File: src/rtl/i2c_seq_ctrl.sv
// Register-level sequencer for a Wishbone I2C master core: init, then single-byte register write/read.
// Optional poll watchdog enabled by defining I2C_SEQ_TIMEOUT_EN.
module i2c_seq_ctrl #(
  parameter logic [15:0] PRESCALE       = 16'd49,
  parameter int unsigned TIMEOUT_CYCLES = 65535
) (
  input  logic       clk_i,
  input  logic       rst_ni,
  input  logic       req_i,
  input  logic       rnw_i,
  input  logic [6:0] dev_i,
  input  logic [7:0] reg_i,
  input  logic [7:0] wdata_i,
  output logic       ready_o,
  output logic       done_o,
  output logic [7:0] rdata_o,
  output logic       nack_o,
  output logic       err_o,
  output logic       wbm_cyc_o,
  output logic       wbm_stb_o,
  output logic       wbm_we_o,
  output logic [2:0] wbm_adr_o,
  output logic [7:0] wbm_dat_o,
  input  logic [7:0] wbm_dat_i,
  input  logic       wbm_ack_i,
  output logic [3:0] dbg_state_o
);

  // Command handshake: a command is taken on any clock edge where req_i and ready_o are both 1.
  // ready_o is high only in IDLE, so requests during a sequence or the done_o cycle are ignored.

  typedef enum logic [3:0] {
    INIT_PRLO = 4'd0,
    INIT_PRHI = 4'd1,
    INIT_CTR  = 4'd2,
    IDLE      = 4'd3,
    WR_TXR    = 4'd4,
    WR_CR     = 4'd5,
    POLL_SR   = 4'd6,
    RD_RXR    = 4'd7,
    STOP      = 4'd8,
    DONE      = 4'd9
  } state_t;

  localparam logic [2:0] ADR_PRERLO = 3'd0;
  localparam logic [2:0] ADR_PRERHI = 3'd1;
  localparam logic [2:0] ADR_CTR    = 3'd2;
  localparam logic [2:0] ADR_TXR    = 3'd3;
  localparam logic [2:0] ADR_CR     = 3'd4;

  localparam int SR_RXACK = 7;
  localparam int SR_AL    = 5;
  localparam int SR_TIP   = 1;

  state_t      state_q, state_d;
  logic        cyc_q, we_q;
  logic [2:0]  adr_q;
  logic [7:0]  dat_q;
  logic        acc_req, acc_we;
  logic [2:0]  acc_adr;
  logic [7:0]  acc_dat;
  logic        bus_done;
  logic        tmo_hit;

  logic        rnw_q;
  logic [6:0]  dev_q;
  logic [7:0]  reg_q, wdata_q;
  logic [1:0]  step_q;
  logic        stop_phase_q;
  logic [7:0]  rdata_q;
  logic        nack_q, err_q;

  logic        accept, set_err, set_nack, step_inc, set_stop, load_rdata;
  logic [7:0]  txr_byte, cr_byte;
  logic        last_rd, last_wr;

  assign bus_done = cyc_q & wbm_ack_i;
  assign last_rd  = rnw_q & (step_q == 2'd3);
  assign last_wr  = ~rnw_q & (step_q == 2'd2);

  always_comb begin
    txr_byte = 8'h00;
    cr_byte  = 8'h00;
    case (step_q)
      2'd0: begin txr_byte = {dev_q, 1'b0}; cr_byte = 8'h90; end
      2'd1: begin txr_byte = reg_q;         cr_byte = 8'h10; end
      2'd2: begin
        txr_byte = rnw_q ? {dev_q, 1'b1} : wdata_q;
        cr_byte  = rnw_q ? 8'h90 : 8'h50;
      end
      default: cr_byte = 8'h68;
    endcase
  end

`ifdef I2C_SEQ_TIMEOUT_EN
  logic [31:0] tmo_cnt_q;
  assign tmo_hit = (tmo_cnt_q >= 32'(TIMEOUT_CYCLES));

  always_ff @(posedge clk_i or negedge rst_ni) begin
    if (!rst_ni) begin
      tmo_cnt_q <= 32'd0;
    end else if (state_q != POLL_SR) begin
      tmo_cnt_q <= 32'd0;
    end else if (!tmo_hit) begin
      tmo_cnt_q <= tmo_cnt_q + 32'd1;
    end
  end
`else
  assign tmo_hit = 1'b0;
`endif

  always_ff @(posedge clk_i or negedge rst_ni) begin
    if (!rst_ni) state_q <= INIT_PRLO;
    else         state_q <= state_d;
  end

  always_comb begin
    state_d    = state_q;
    acc_req    = 1'b0;
    acc_we     = 1'b0;
    acc_adr    = 3'd0;
    acc_dat    = 8'h00;
    accept     = 1'b0;
    set_err    = 1'b0;
    set_nack   = 1'b0;
    step_inc   = 1'b0;
    set_stop   = 1'b0;
    load_rdata = 1'b0;
    case (state_q)
      INIT_PRLO: begin
        acc_req = 1'b1; acc_we = 1'b1; acc_adr = ADR_PRERLO; acc_dat = PRESCALE[7:0];
        if (bus_done) state_d = INIT_PRHI;
      end
      INIT_PRHI: begin
        acc_req = 1'b1; acc_we = 1'b1; acc_adr = ADR_PRERHI; acc_dat = PRESCALE[15:8];
        if (bus_done) state_d = INIT_CTR;
      end
      INIT_CTR: begin
        acc_req = 1'b1; acc_we = 1'b1; acc_adr = ADR_CTR; acc_dat = 8'h80;
        if (bus_done) state_d = IDLE;
      end
      IDLE: begin
        if (req_i) begin
          accept  = 1'b1;
          state_d = WR_TXR;
        end
      end
      WR_TXR: begin
        acc_req = 1'b1; acc_we = 1'b1; acc_adr = ADR_TXR; acc_dat = txr_byte;
        if (bus_done) state_d = WR_CR;
      end
      WR_CR: begin
        acc_req = 1'b1; acc_we = 1'b1; acc_adr = ADR_CR; acc_dat = cr_byte;
        if (bus_done) state_d = POLL_SR;
      end
      POLL_SR: begin
        // Once the watchdog fires, no new poll is launched; an in-flight one finishes first.
        acc_req = ~tmo_hit; acc_adr = ADR_CR;
        if (tmo_hit && (!cyc_q || bus_done)) begin
          set_err = 1'b1;
          state_d = DONE;
        end else if (bus_done && !wbm_dat_i[SR_TIP]) begin
          if (wbm_dat_i[SR_AL]) begin
            set_err = 1'b1;
            state_d = DONE;
          end else if (stop_phase_q) begin
            state_d = DONE;
          end else if (last_rd) begin
            state_d = RD_RXR;
          end else if (wbm_dat_i[SR_RXACK]) begin
            set_nack = 1'b1;
            state_d  = STOP;
          end else if (last_wr) begin
            state_d = DONE;
          end else begin
            step_inc = 1'b1;
            // The final read byte has no TXR load, only the CR command.
            state_d  = (rnw_q && step_q == 2'd2) ? WR_CR : WR_TXR;
          end
        end
      end
      RD_RXR: begin
        acc_req = 1'b1; acc_adr = ADR_TXR;
        if (bus_done) begin
          load_rdata = 1'b1;
          state_d    = DONE;
        end
      end
      STOP: begin
        acc_req = 1'b1; acc_we = 1'b1; acc_adr = ADR_CR; acc_dat = 8'h40;
        if (bus_done) begin
          set_stop = 1'b1;
          state_d  = POLL_SR;
        end
      end
      DONE: state_d = IDLE;
      default: state_d = INIT_PRLO;
    endcase
  end

  // Bus cycles launch only from a dropped bus, so every ack is followed by at least one idle cycle.
  always_ff @(posedge clk_i or negedge rst_ni) begin
    if (!rst_ni) begin
      cyc_q <= 1'b0;
      we_q  <= 1'b0;
      adr_q <= 3'd0;
      dat_q <= 8'h00;
    end else if (cyc_q) begin
      if (wbm_ack_i) begin
        cyc_q <= 1'b0;
        we_q  <= 1'b0;
      end
    end else if (acc_req) begin
      cyc_q <= 1'b1;
      we_q  <= acc_we;
      adr_q <= acc_adr;
      dat_q <= acc_dat;
    end
  end

  always_ff @(posedge clk_i or negedge rst_ni) begin
    if (!rst_ni) begin
      rnw_q        <= 1'b0;
      dev_q        <= 7'd0;
      reg_q        <= 8'h00;
      wdata_q      <= 8'h00;
      step_q       <= 2'd0;
      stop_phase_q <= 1'b0;
      rdata_q      <= 8'h00;
      nack_q       <= 1'b0;
      err_q        <= 1'b0;
    end else begin
      if (accept) begin
        rnw_q        <= rnw_i;
        dev_q        <= dev_i;
        reg_q        <= reg_i;
        wdata_q      <= wdata_i;
        step_q       <= 2'd0;
        stop_phase_q <= 1'b0;
        nack_q       <= 1'b0;
        err_q        <= 1'b0;
      end
      if (step_inc)   step_q       <= step_q + 2'd1;
      if (set_stop)   stop_phase_q <= 1'b1;
      if (set_nack)   nack_q       <= 1'b1;
      if (set_err)    err_q        <= 1'b1;
      if (load_rdata) rdata_q      <= wbm_dat_i;
    end
  end

  assign ready_o     = (state_q == IDLE);
  assign done_o      = (state_q == DONE);
  assign rdata_o     = rdata_q;
  assign nack_o      = nack_q;
  assign err_o       = err_q;
  assign wbm_cyc_o   = cyc_q;
  assign wbm_stb_o   = cyc_q;
  assign wbm_we_o    = we_q;
  assign wbm_adr_o   = adr_q;
  assign wbm_dat_o   = dat_q;
  assign dbg_state_o = state_q;

endmodule

File: config.mk
export PLATFORM = sky130hd
export DESIGN_NAME = i2c_seq_ctrl
export DESIGN_NICKNAME = d
export VERILOG_FILES = /design/src/rtl/i2c_seq_ctrl.sv
export SDC_FILE = /design/constraint.sdc
export NUM_CORES = 1
export LEC_CHECK = 0
export BUFFER_PORTS_ARGS = -buffer_cell sky130_fd_sc_hd__buf_2
export CAP_MARGIN = 20
export CORE_MARGIN = 8
export CORE_UTILIZATION = 50
export DETAILED_ROUTE_END_ITERATION = 16
export GPL_TIMING_DRIVEN = 0
export PLACE_DENSITY_LB_ADDON = 0.12
export SYNTH_ARGS = -nofsm -noshare
export SYNTH_HDL_FRONTEND = slang
export SYNTH_SLANG_ARGS = --single-unit
File: constraint.sdc
create_clock -name clk_i -period 3.65 [get_ports clk_i]
set_clock_uncertainty 0.15 [all_clocks]
set_input_delay 0 -clock clk_i [delete_from_list [all_inputs] [get_ports clk_i]]
set_output_delay 0 -clock clk_i [all_outputs]
set_load 0.01 [all_outputs]
Word-level counts from Yosys, hierarchy flattened

Cells that the tools add are included.

Muxes and demuxes: 56
$add $sub $neg: 1
Equal/unequal tests: 21
Reductions and logical operators: 18
Bitwise gates (word level): 5

Operators by type and width:

| cell                | count |
|---|---|
| $mux 4              | 13 |
| $pmux 8 s3          | 2 |
| $pmux 8 s5          | 1 |
| $pmux 4 s9          | 1 |
| $mux 1              | 34 |
| $eq 4x3->1 const B  | 4 |
| $mux 8              | 2 |
| $ne 2x2->1 const B  | 8 |
| $pmux 3 s4          | 1 |
| $reduce_bool 2->1   | 5 |
| $eq 4x2->1 const B  | 2 |
| $eq 4x4->1 const B  | 2 |
| $reduce_and 8->1    | 1 |
| $reduce_or 8->1     | 1 |
| $reduce_or 6->1     | 1 |
| $eq 2x2->1 const B  | 2 |
| $eq 4x1->1 const B  | 1 |
| $logic_not 4->1     | 1 |
| $mux 2              | 2 |
| $reduce_and 2->1    | 2 |
| $reduce_or 2->1     | 2 |
| $and 1x1->1         | 3 |
| $reduce_or 3->1     | 1 |
| $add 2x1->2 const B | 1 |
| 6 further kinds     | 8 |

Output and inout port bits: 30
Register bits: 54
Input port bits: 36

Logic depth before layout (Yosys ltp)

Word-level depth: 10
Depth in mapped cells: 7

Worst setup path before layout

OpenSTA, ideal clock, no wires.

Path type: reg-to-reg
Start: register step_q[0]
End: register dat_q[4] (netlist: wbm_dat_o[4])
Data arrival time: 1.568 ns
Stages on the path, launching flop included: 8
Setup time: 0.124 ns
Required time: 3.376 ns
Setup slack: 1.808 ns
Cells stage by stage: dfrtp_1 -> inv_1 -> ha_1 -> clkbuf_1 -> a221o_1 -> a21oi_1 -> nor3_1 -> a211o_1

Cells in the longest elaborated chain, start to end: 3

Ends and longest elaborated chain:

| item                                     | line | text |
|---|---|---|
| start, declared                          | 68   | `logic [1:0] step_q;` |
| start signal, assigned                   | 243  | `if (step_inc) step_q <= step_q + 2'd1;` |
| $eq 2x2->1, or another cell as far along | 84   | `case (step_q)` |
| $pmux 8 s3                               | 84   |  |
| $pmux 8 s5 (*)                           | 129  | `case (state_q)` |
| end signal, assigned                     | 217  | `dat_q <= acc_dat;` |
| end, declared                            | 58   | `logic [7:0] dat_q;` |

Mark *: on every way between the ends. The rest lies on a longest branch, timed or not.
A chain may end at the register's enable or synchronous reset.

Worst setup path in the final report

Ends and elaborated chain as after synthesis.

==> flow_metrics.env <==
export IMPL_status="finished, violations left"
export IMPL_violations="negative hold slack"
export IMPL_pin_count=66
export IMPL_slew_headroom=0.672
export IMPL_ys_top_cells_by_area="dfrtp_1 46%, mux2_4 9.2%, mux2_2 8.8%"
export IMPL_yosys_area_top_type="dfrtp_1"
export IMPL_synth_ff_type="dfrtp_1"
export IMPL_ys_seq_area_frac=0.460
export IMPL_gr_total_overflow=0
export IMPL_p_leak_uw=0.00187
export IMPL_yosys_register_bits=54
export IMPL_switching_share=0.403
export IMPL_startpoint_type="flop"
export IMPL_cts_tree="built"
export IMPL_holdWs_ns=-0.0177
export IMPL_period_share=0.583
export IMPL_cts_buffers=5
export IMPL_n_antenna_cell=0
export IMPL_syn_cell_area_mm2=0.00294
export IMPL_slew_viol_final=0
export IMPL_fp_row_count=28
export IMPL_power_switching_uw=1200
export IMPL_grt_pass1_vias=2450
export IMPL_fmax_mhz=470
export IMPL_synth_top_area_frac=0.460
export IMPL_ys_warn_count=0
export IMPL_wl_per_cell_um=18.0
export IMPL_clock_path_buffers=2
export IMPL_intPower_uw=1780
export IMPL_grt_pass1_wl_um=12800
export IMPL_nets=396
export IMPL_synth_distinct_cells=57
export IMPL_startpoint="step_q[0]"
export IMPL_grtUsageTotal=0.186
export IMPL_hold_class="primary input to asynchronous set/reset pin"
export IMPL_area_delta_synth_final_pct=29.5
export IMPL_vias=2388
export IMPL_start_util=0.508
export IMPL_clkPwrFrac=0.115
export IMPL_tightest_slew_ns=0.492
export IMPL_h_tree_depth=2
export IMPL_floorplan_die_area_mm2=0.00858
export IMPL_post_route_min_period_ns=2.13
export IMPL_drtIter0Drc=99
export IMPL_clkSlewWorstSetupHoldPaths_ns=0.10
export IMPL_grt_antenna_before_repair=0
export IMPL_clock_sinks=54
export IMPL_r2r_setup_slack_ns=1.52
export IMPL_gp_congestion=0.856
export IMPL_path_max_fanout=8
export IMPL_critPathKind="flop to flop"
export IMPL_synth_edf_count=0
export IMPL_required_ns=3.71
export IMPL_crit_path_end_kind="flop"
export IMPL_dr_pass1_iters=4
export IMPL_power_density_mw_per_mm2=783
export IMPL_combPwrFrac=0.521
export IMPL_reg2regPathDepth=7
export IMPL_r2r_end="wbm_dat_o[4]"
export IMPL_vias_per_cell=5.55
export IMPL_async_reset_ff_frac=1.00
export IMPL_seq_power_share=0.363
export IMPL_vdd_drop_max_mv=0.378
export IMPL_r2r_start="step_q[0]"
export IMPL_clk_latency_ns=0.31
export IMPL_rsz0062_at_grt="no"
export IMPL_die_h_um=92.6
export IMPL_drive_above_1_share=0.394
export IMPL_post_route_drc_count=0
export IMPL_core_mm2=0.00578
export IMPL_arrival_ns=2.19
export IMPL_yosysMostFrequentCell="dfrtp_1"
export IMPL_hold_viol=15
export IMPL_maxCapViolCount=0
export IMPL_wl_um=7730
export IMPL_setup_viol_count_final=0
export IMPL_synth_cells_most_frequent="54 x dfrtp_1, 23 x mux2_2, 19 x nor2_1"
export IMPL_syn_num_nets=289
export IMPL_tns_ns=0
export IMPL_drtAntennaViolNets=0
export IMPL_die_width_um=92.6
export IMPL_synth_avg_cell_area_um2=11.9
export IMPL_post_cts_buffers=0
export IMPL_grt_start_max_net_pins=40
export IMPL_portBuffers=65
export IMPL_synthCells=247
export IMPL_p_total_uw=2980
export IMPL_root_buffer="clkbuf_8"
export IMPL_hpwl_um=5450
-- per-layer routing --
metal / vias to the layer above / part of all wire / track usage
met5: - / 0 / 0
met4: 0 / 0.012 / 0.0537
met3: 8 / 0.059 / 0.0494
met2: 65 / 0.46 / 0.292
met1: 1178 / 0.47 / 0.247
li1: 1137 / - / -
-- placed cells by master, fill, tap and decap left out, types with 4 or more instances in the layout --
cell / count
nand2b_1: 5
dfrtp_1: 54
a221o_1: 5
nor2b_1: 4
mux2_2: 23
o21ai_0: 8
nor3_1: 6
a21oi_1: 12
dlygate4sd3_1: 34
nand2_1: 6
a211o_1: 4
nor2_1: 19
nand3_1: 4
buf_6: 6
mux2_4: 18
a222oi_1: 4
buf_2: 70
ha_1: 6
clkbuf_8: 5
inv_1: 4
-- cell families after synthesis --
kind of cell	synth area share
AO/OA/AOI/OAI	0.158
buffers and inverters	0.0486
multiplexers	0.184
AND/OR/NAND/NOR	0.124
adder cells (fa/ha/maj)	0.0256
flip-flops	0.460
-- registers in the layout (all words and copies together) (netlist names) --
name	flops
rdata_o	8
reg_q	8
wbm_dat_o	8
wdata_q	8
dev_q	7
dbg_state_o	4
wbm_adr_o	3
step_q	2
err_o	1
nack_o	1
rnw_q	1
stop_phase_q	1
wbm_cyc_o	1
wbm_we_o	1
-- what timing repair did --
item / 4_1_cts / 5_1_grt
gates resized for setup: 0 / 0
hold buffers: 34 / 0
hold endpoints to repair: 93 / 0
-- worst max-delay path, cell delays in order (launching register included) --
cell and delay [ns]:
dfrtp_1 0.46, inv_1 0.11, ha_1 0.21, clkbuf_1 0.22
a221o_1 0.36, a21oi_1 0.16, nor3_1 0.09, a211o_1 0.27
-- cell type report --
| cell class | instances | area, µm² |
|---|---|---|
| inverter | 5 | 18.8 |
| timing repair buffer | 100 | 686 |
| clock inverter | 3 | 18.8 |
| fill | 471 | 1980 |
| sequential | 54 | 1350 |
| multi-input combinational | 171 | 1440 |
| clock buffer | 5 | 68.8 |
| buffer | 17 | 124 |
| tap | 75 | 93.8 |
-- power groups by stage --
stage	clock network, µW	logic, µW	registers (µW)
after floorplan	0	1030	1110
after global placement	0	1500	1080
after detailed placement	0	1520	1080
after CTS	350	1550	1080
after global routing	367	1690	1120
final	344	1550	1080
-- how the worst max path moves through the flow --
stage                         endpoint
after global routing      wbm_dat_o[5]
after CTS                 wbm_dat_o[4]
after detailed placement  wbm_dat_o[4]
final                     wbm_dat_o[4]
after floorplan           wbm_dat_o[4]
after global placement    wbm_dat_o[4]
-- stage by stage --
stage                     hold slack [ns]  utilization  instance area, µm²  cells  setup WS [ns]
after floorplan                    -0.446            -                2940    247           1.81
final                             -0.0177        0.658                3800    430           1.52
after CTS                        0.000987        0.658                3800    430           1.54
after detailed placement           -0.186        0.584                3370    388           1.55
after global placement             0.0816        0.580                3350    387           1.59
after global routing               0.0277        0.658                3800    430           1.34
(Power assumes the default switching activity.)
